$ cat config.mk
export PLATFORM = sky130hd
export DESIGN_NAME = uart_transmitter
export DESIGN_NICKNAME = d
export VERILOG_FILES = /design/src/rtl/uart_transmitter.sv
export SDC_FILE = /design/constraint.sdc
export NUM_CORES = 1
export LEC_CHECK = 0
export ABC_AREA = 1
export BUFFER_PORTS_ARGS = -buffer_cell sky130_fd_sc_hd__buf_2
export CAP_MARGIN = 30
export CORE_ASPECT_RATIO = 2
export CORE_MARGIN = 1
export CORE_UTILIZATION = 47
export DETAILED_ROUTE_END_ITERATION = 10
export GPL_ROUTABILITY_DRIVEN = 0
export HOLD_SLACK_MARGIN = 0.06
export PLACE_DENSITY = 0.66
export REMOVE_ABC_BUFFERS = 1
export SLEW_MARGIN = 20
export SYNTH_ARGS = -nofsm -noshare
export SYNTH_HDL_FRONTEND = slang
export SYNTH_SLANG_ARGS = --single-unit
$ cat constraint.sdc
create_clock -name CLK_i -period 1.7 [get_ports CLK_i]
set_input_delay 0.085 -clock CLK_i [delete_from_list [all_inputs] [get_ports CLK_i]]
set_output_delay 0.085 -clock CLK_i [all_outputs]
set_load 0.1 [all_outputs]
$ cat src/rtl/uart_transmitter.sv
// -----------------------------------------------------------------------------
// uart_transmitter
//
// Serialises bytes onto a UART line. The default frame is 8N1: start bit, eight
// data bits LSB first, stop bit. Every bit lasts DIVIDER = FREQUENCY/SPEED
// clock cycles, and DIVIDER must be at least 2. A one-byte holding register
// accepts the next byte while a frame is on the wire, so back-to-back frames go
// out with no idle gap.
//
// Optional feature: define UART_TX_PARITY_EN to insert an even parity bit after
// data bit 7. The frame then becomes 8E1 and lasts 11*DIVIDER cycles.
//
// Ports:
//   CLK_i         in   system clock
//   Reset_i       in   synchronous active-high reset
//   data_i        in   [7:0] byte to send
//   data_valid_i  in   data_i is valid
//   ready_o       out  holding register empty; the byte is taken on an edge
//                      where data_valid_i && ready_o
//   busy_o        out  a frame is in progress (start through stop)
//   tx_done_o     out  one-cycle pulse in the last cycle of each stop bit
//   Tx_o          out  serial line, idles high
//
// All outputs are registered.
// -----------------------------------------------------------------------------
module uart_transmitter #(
    parameter logic [31:0] FREQUENCY = 32'd50_000_000,
    parameter logic [31:0] SPEED     = 32'd9600
) (
    input  logic       CLK_i,
    input  logic       Reset_i,
    input  logic [7:0] data_i,
    input  logic       data_valid_i,
    output logic       ready_o,
    output logic       busy_o,
    output logic       tx_done_o,
    output logic       Tx_o
);

    localparam logic [31:0] DIVIDER   = FREQUENCY / SPEED;
    localparam logic [31:0] BAUD_LAST = DIVIDER - 32'd1;

    typedef enum logic [2:0] {
        ST_IDLE,
        ST_START,
        ST_DATA,
`ifdef UART_TX_PARITY_EN
        ST_PARITY,
`endif
        ST_STOP
    } state_t;

    state_t      state_reg, state_next;
    logic [31:0] baud_reg, baud_next;
    logic [2:0]  bit_cnt_reg, bit_cnt_next;
    logic [7:0]  shift_reg, shift_next;
    logic [7:0]  hold_reg, hold_next;
    logic        hold_full_reg, hold_full_next;
    logic        tx_reg, tx_next;
    logic        busy_reg, busy_next;
    logic        done_reg, done_next;
    logic        ready_reg, ready_next;
`ifdef UART_TX_PARITY_EN
    logic        parity_reg, parity_next;
`endif

    logic        bit_end;
    logic        load;

    // -------------------------------------------------------------------------
    // State and datapath registers
    // -------------------------------------------------------------------------
    always_ff @(posedge CLK_i) begin
        if (Reset_i) begin
            state_reg     <= ST_IDLE;
            baud_reg      <= 32'd0;
            bit_cnt_reg   <= 3'd0;
            shift_reg     <= 8'd0;
            hold_reg      <= 8'd0;
            hold_full_reg <= 1'b0;
            tx_reg        <= 1'b1;
            busy_reg      <= 1'b0;
            done_reg      <= 1'b0;
            ready_reg     <= 1'b1;
`ifdef UART_TX_PARITY_EN
            parity_reg    <= 1'b0;
`endif
        end else begin
            state_reg     <= state_next;
            baud_reg      <= baud_next;
            bit_cnt_reg   <= bit_cnt_next;
            shift_reg     <= shift_next;
            hold_reg      <= hold_next;
            hold_full_reg <= hold_full_next;
            tx_reg        <= tx_next;
            busy_reg      <= busy_next;
            done_reg      <= done_next;
            ready_reg     <= ready_next;
`ifdef UART_TX_PARITY_EN
            parity_reg    <= parity_next;
`endif
        end
    end

    // -------------------------------------------------------------------------
    // Next-state logic. The outputs are derived from the *next* state so that
    // the registered outputs line up with the state they describe.
    // -------------------------------------------------------------------------
    always_comb begin
        state_next     = state_reg;
        baud_next      = baud_reg;
        bit_cnt_next   = bit_cnt_reg;
        shift_next     = shift_reg;
        hold_next      = hold_reg;
        hold_full_next = hold_full_reg;
        load           = 1'b0;
`ifdef UART_TX_PARITY_EN
        parity_next    = parity_reg;
`endif

        bit_end = (baud_reg == BAUD_LAST);

        // The baud counter runs freely inside a frame. It wraps at each bit end,
        // so a new frame entered from STOP also starts from 0.
        if (state_reg == ST_IDLE) begin
            baud_next = 32'd0;
        end else if (bit_end) begin
            baud_next = 32'd0;
        end else begin
            baud_next = baud_reg + 32'd1;
        end

        unique case (state_reg)
            ST_IDLE: begin
                if (hold_full_reg) begin
                    load       = 1'b1;
                    state_next = ST_START;
                end
            end
            ST_START: begin
                if (bit_end) begin
                    state_next   = ST_DATA;
                    bit_cnt_next = 3'd0;
                end
            end
            ST_DATA: begin
                if (bit_end) begin
                    shift_next   = {1'b0, shift_reg[7:1]};
                    bit_cnt_next = bit_cnt_reg + 3'd1;
                    if (bit_cnt_reg == 3'd7) begin
`ifdef UART_TX_PARITY_EN
                        state_next = ST_PARITY;
`else
                        state_next = ST_STOP;
`endif
                    end
                end
            end
`ifdef UART_TX_PARITY_EN
            ST_PARITY: begin
                if (bit_end) begin
                    state_next = ST_STOP;
                end
            end
`endif
            ST_STOP: begin
                if (bit_end) begin
                    // A queued byte chains straight into the next start bit.
                    if (hold_full_reg) begin
                        load       = 1'b1;
                        state_next = ST_START;
                    end else begin
                        state_next = ST_IDLE;
                    end
                end
            end
            default: begin
                state_next = ST_IDLE;
            end
        endcase

        // A transfer needs a full holding register and an accept needs an empty
        // one, so the two can never happen in the same cycle.
        if (load) begin
            shift_next     = hold_reg;
            hold_full_next = 1'b0;
`ifdef UART_TX_PARITY_EN
            parity_next    = ^hold_reg;
`endif
        end else if (data_valid_i && !hold_full_reg) begin
            hold_next      = data_i;
            hold_full_next = 1'b1;
        end

        unique case (state_next)
            ST_START: tx_next = 1'b0;
            ST_DATA:  tx_next = shift_next[0];
`ifdef UART_TX_PARITY_EN
            ST_PARITY: tx_next = parity_next;
`endif
            default:  tx_next = 1'b1;
        endcase

        busy_next  = (state_next != ST_IDLE);
        done_next  = (state_next == ST_STOP) && (baud_next == BAUD_LAST);
        ready_next = !hold_full_next;
    end

    assign Tx_o      = tx_reg;
    assign busy_o    = busy_reg;
    assign tx_done_o = done_reg;
    assign ready_o   = ready_reg;

endmodule

==> impl_metrics.yaml <==
status:
  status: "complete, but fails checks"
  violations: "negative setup slack"
timing:
  min_period_ns: 1.86
  rsz0062_at_grt: "yes"
  tns_ns: -0.475
  setup_viol: 10
  max_freq_mhz: 536
  worstMarginPinSlew_ns: 0.552
  hold_viol_final: 0
  slew_violations: 0
  clock_skew_ns: 0.00660
  worst_hold_slack_ns: 0.0556
  worst_slack_ns: -0.165
  fin_crit_sh_pct: 110
  slew-limit-headroom_pct: 63.2
route:
  dr.pass1.iters: 4
  vias_per_cell: 5.25
  ant_nets: 0
  drtIter0Drc: 200
  drc_errors: 0
  vias: 3797
  routedWlPerCell_um: 15.1
  drt-total-wl_um: 10900
layout:
  nets: 644
  drive_above_1_share_pct: 34.8
  final_cells: 723
  final_core_util_pct: 72.4
  area_growth_pct: 48.4
  n_antenna_cell: 0
  largest_reg_flops: 32
setup_path:
  critPathLaunch: "baud_reg[1]"
  endpoint_kind: "register"
  crit_path_end: "Tx_o"
  crit_top_cell: "nand2_1"
  critPathMaxStageDelay_ns: 0.36
  crit_chain: "ha_4 -> nand2_2 -> nor2_2 -> nand2_1 -> nor2_2 -> nand2_2 -> nor2_4 -> nand2_1 -> o211ai_1 -> nand2_1 -> o21ai_1 -> nand2_1"
  cp.required_ns: 1.93
  path_buf_inv: 0
  critPathKind: "reg -> reg"
  r2r_slack_ns: -0.16
  critPathTopFamily: "simple AND/OR/NAND/NOR gates"
  rr_startpoint: "baud_reg[1]"
  cp_max_fo: 5
  ff2ff_path_depth: 12
  critPathArrivalTime_ns: 2.09
  critPathSlowestCell: "dfxtp_4"
  critical_path_cell_count: 12
  critPathLaunchType: "register"
  rr_endpoint: "Tx_o"
power:
  power_density_nw_per_um2: 714
  vdd_drop_max_mv: 0.839
  power.leakage_nw: 2.12
clock_network:
  htree_levels: 3
  clk_pin_slew_ns: 0.05
  cts_buffers: 9
  clock_latency_ns: 0.34
  cts_sinks: 59
  root_buffer: "clkbuf_16"
  cts_tree: "yes"
  cts_buffer_depth: 2
global_route:
  first_global_vias: 3777
  grt_max_degree: 21
  grt_pass1_wl_um: 16500
  antenna_found_initial: 0
  track_usage_pct: 31.2
  overflow: 0
floorplanning:
  design.portCount: 15
  start_util_pct: 48.8
  core_area_um2: 6670
  die_w_um: 60.9
  die-area_um2: 7290
  rows: 42
  fp.dieH_um: 120
flow_run:
  drv_cap: 0
logic_synthesis:
  ys_warn_count: 0
  synthCells: 518
  yosysUniqueCellTypes: 32
  synth_seq_cells: 59
  syn_area_per_cell_um2: 6.29
  synthesis.area_um2: 3260
  synth_seq_area_share_pct: 36.3
placement:
  dpl.hpwl_um: 7690
  post-place-ws_ns: -0.366
  dp_cells: 687
  port_buffers: 14
hold_path:
  hold_path_class: "in -> reg"
-- cell type report --
class                      instances  area (um^2)
tap                               88          110
multi-input combinational        386         2060
clock inverter                     5         53.8
timing repair buffer             110          925
sequential                        59         1210
fill                             544         1840
inverter                          64          240
clock buffer                      11          233
-- cell usage in the layout, fill, tap and decap left out, drive strengths merged --
master / count
a21oi: 14
a22oi: 1
a31oi: 4
buf: 100
bufinv: 1
clkbuf: 13
clkinv: 5
conb: 1
dfxtp: 59
dlygate4sd3: 8
ha: 3
inv: 63
nand2: 147
nand3: 46
nand4: 6
nor2: 119
nor3: 12
nor3b: 2
o211ai: 1
o21ai: 20
o21bai: 3
or2: 2
xor2: 5
-- cell families after synthesis --
family | count (synthesis) | share of synthesized area, %
compound gates | 43 | 7.15
xor+xnor | 5 | 1.34
fa+ha+maj | 3 | 1.15
buf+inv | 73 | 8.72
flops | 59 | 36.3
other cells | 1 | 0.115
simple gates | 334 | 45.3
-- worst min path at each step --
stage                       startpoint        endpoint  cells after the start
after detailed placement     data_i[7]     hold_reg[7]                      3
after CTS                 data_valid_i   hold_full_reg                      3
after global routing      data_valid_i   hold_full_reg                      3
final                     data_valid_i   hold_full_reg                      3
after floorplan                Reset_i  bit_cnt_reg[1]                      1
after global placement       data_i[0]     hold_reg[0]                      3
-- where the power goes --
group	internal [W]	switching (W)	total, W
clock network	0.00113	0.000649	0.00178
logic	0.0000985	0.000146	0.000245
registers	0.00141	0.0000187	0.00143
total	0.00264	0.000814	0.00345
-- repair_timing --
item	4_1_cts	5_1_grt
setup endpoints to repair	43	26
hold endpoints to repair	8	0
hold buffers	8	0
buffers inserted	4	6
cloned	0	3
gates resized for setup	54	63
pin swaps	16	23
-- synthesized netlist by cell type --
cell type  number  share of area, %
a21oi_1        14               2.2
a22oi_1         1              0.23
a31oi_1         4              0.77
buf_2           5              0.77
buf_4           1              0.23
clkbuf_1        3              0.35
clkinv_1        1              0.12
conb_1          1              0.12
dfxtp_1        59                36
ha_1            3               1.2
inv_1          61               7.0
inv_2           2              0.23
nand2_1       138                16
nand2_2         8               1.5
nand2_4         1              0.35
nand3_1        44               6.8
nand3_2         1              0.31
nand3_4         1              0.54
nand4_1         6               1.2
nor2_1        105                12
nor2_2          8               1.5
nor2_4          6               2.1
nor3_1         11               1.7
nor3_2          1              0.31
nor3b_1         1              0.23
nor3b_2         1              0.38
o211ai_1        1              0.23
o21ai_0        18               2.8
o21ai_1         2              0.31
o21bai_1        3              0.69
or2_2           2              0.38
xor2_1          5               1.3
-- layer usage --
| layer | GRT usage, % | part of all wire (%) | vias to the layer above |
|---|---|---|---|
| li1 | - | - | 1845 |
| met1 | 25.7 | 32 | 1758 |
| met2 | 58.0 | 55 | 127 |
| met3 | 6.25 | 3.8 | 67 |
| met4 | 25.6 | 8.6 | 0 |
| met5 | 0 | 0 | - |
-- worst min-delay path, cell delays in order --
cell,delay (ns)
buf_2,0.10
nor2_1,0.08
nor3_1,0.07
-- through the flow --
step           total power (W)  instance area, um^2
3_3_place_gp           0.00164                 3990
4_1_cts                0.00341                 4530
5_1_grt                0.00354                 4830
2_1_floorplan          0.00156                 3210
6_report               0.00345                 4830
3_5_place_dp           0.00164                 3990
No activity file was read; power rests on OpenSTA's default activity.
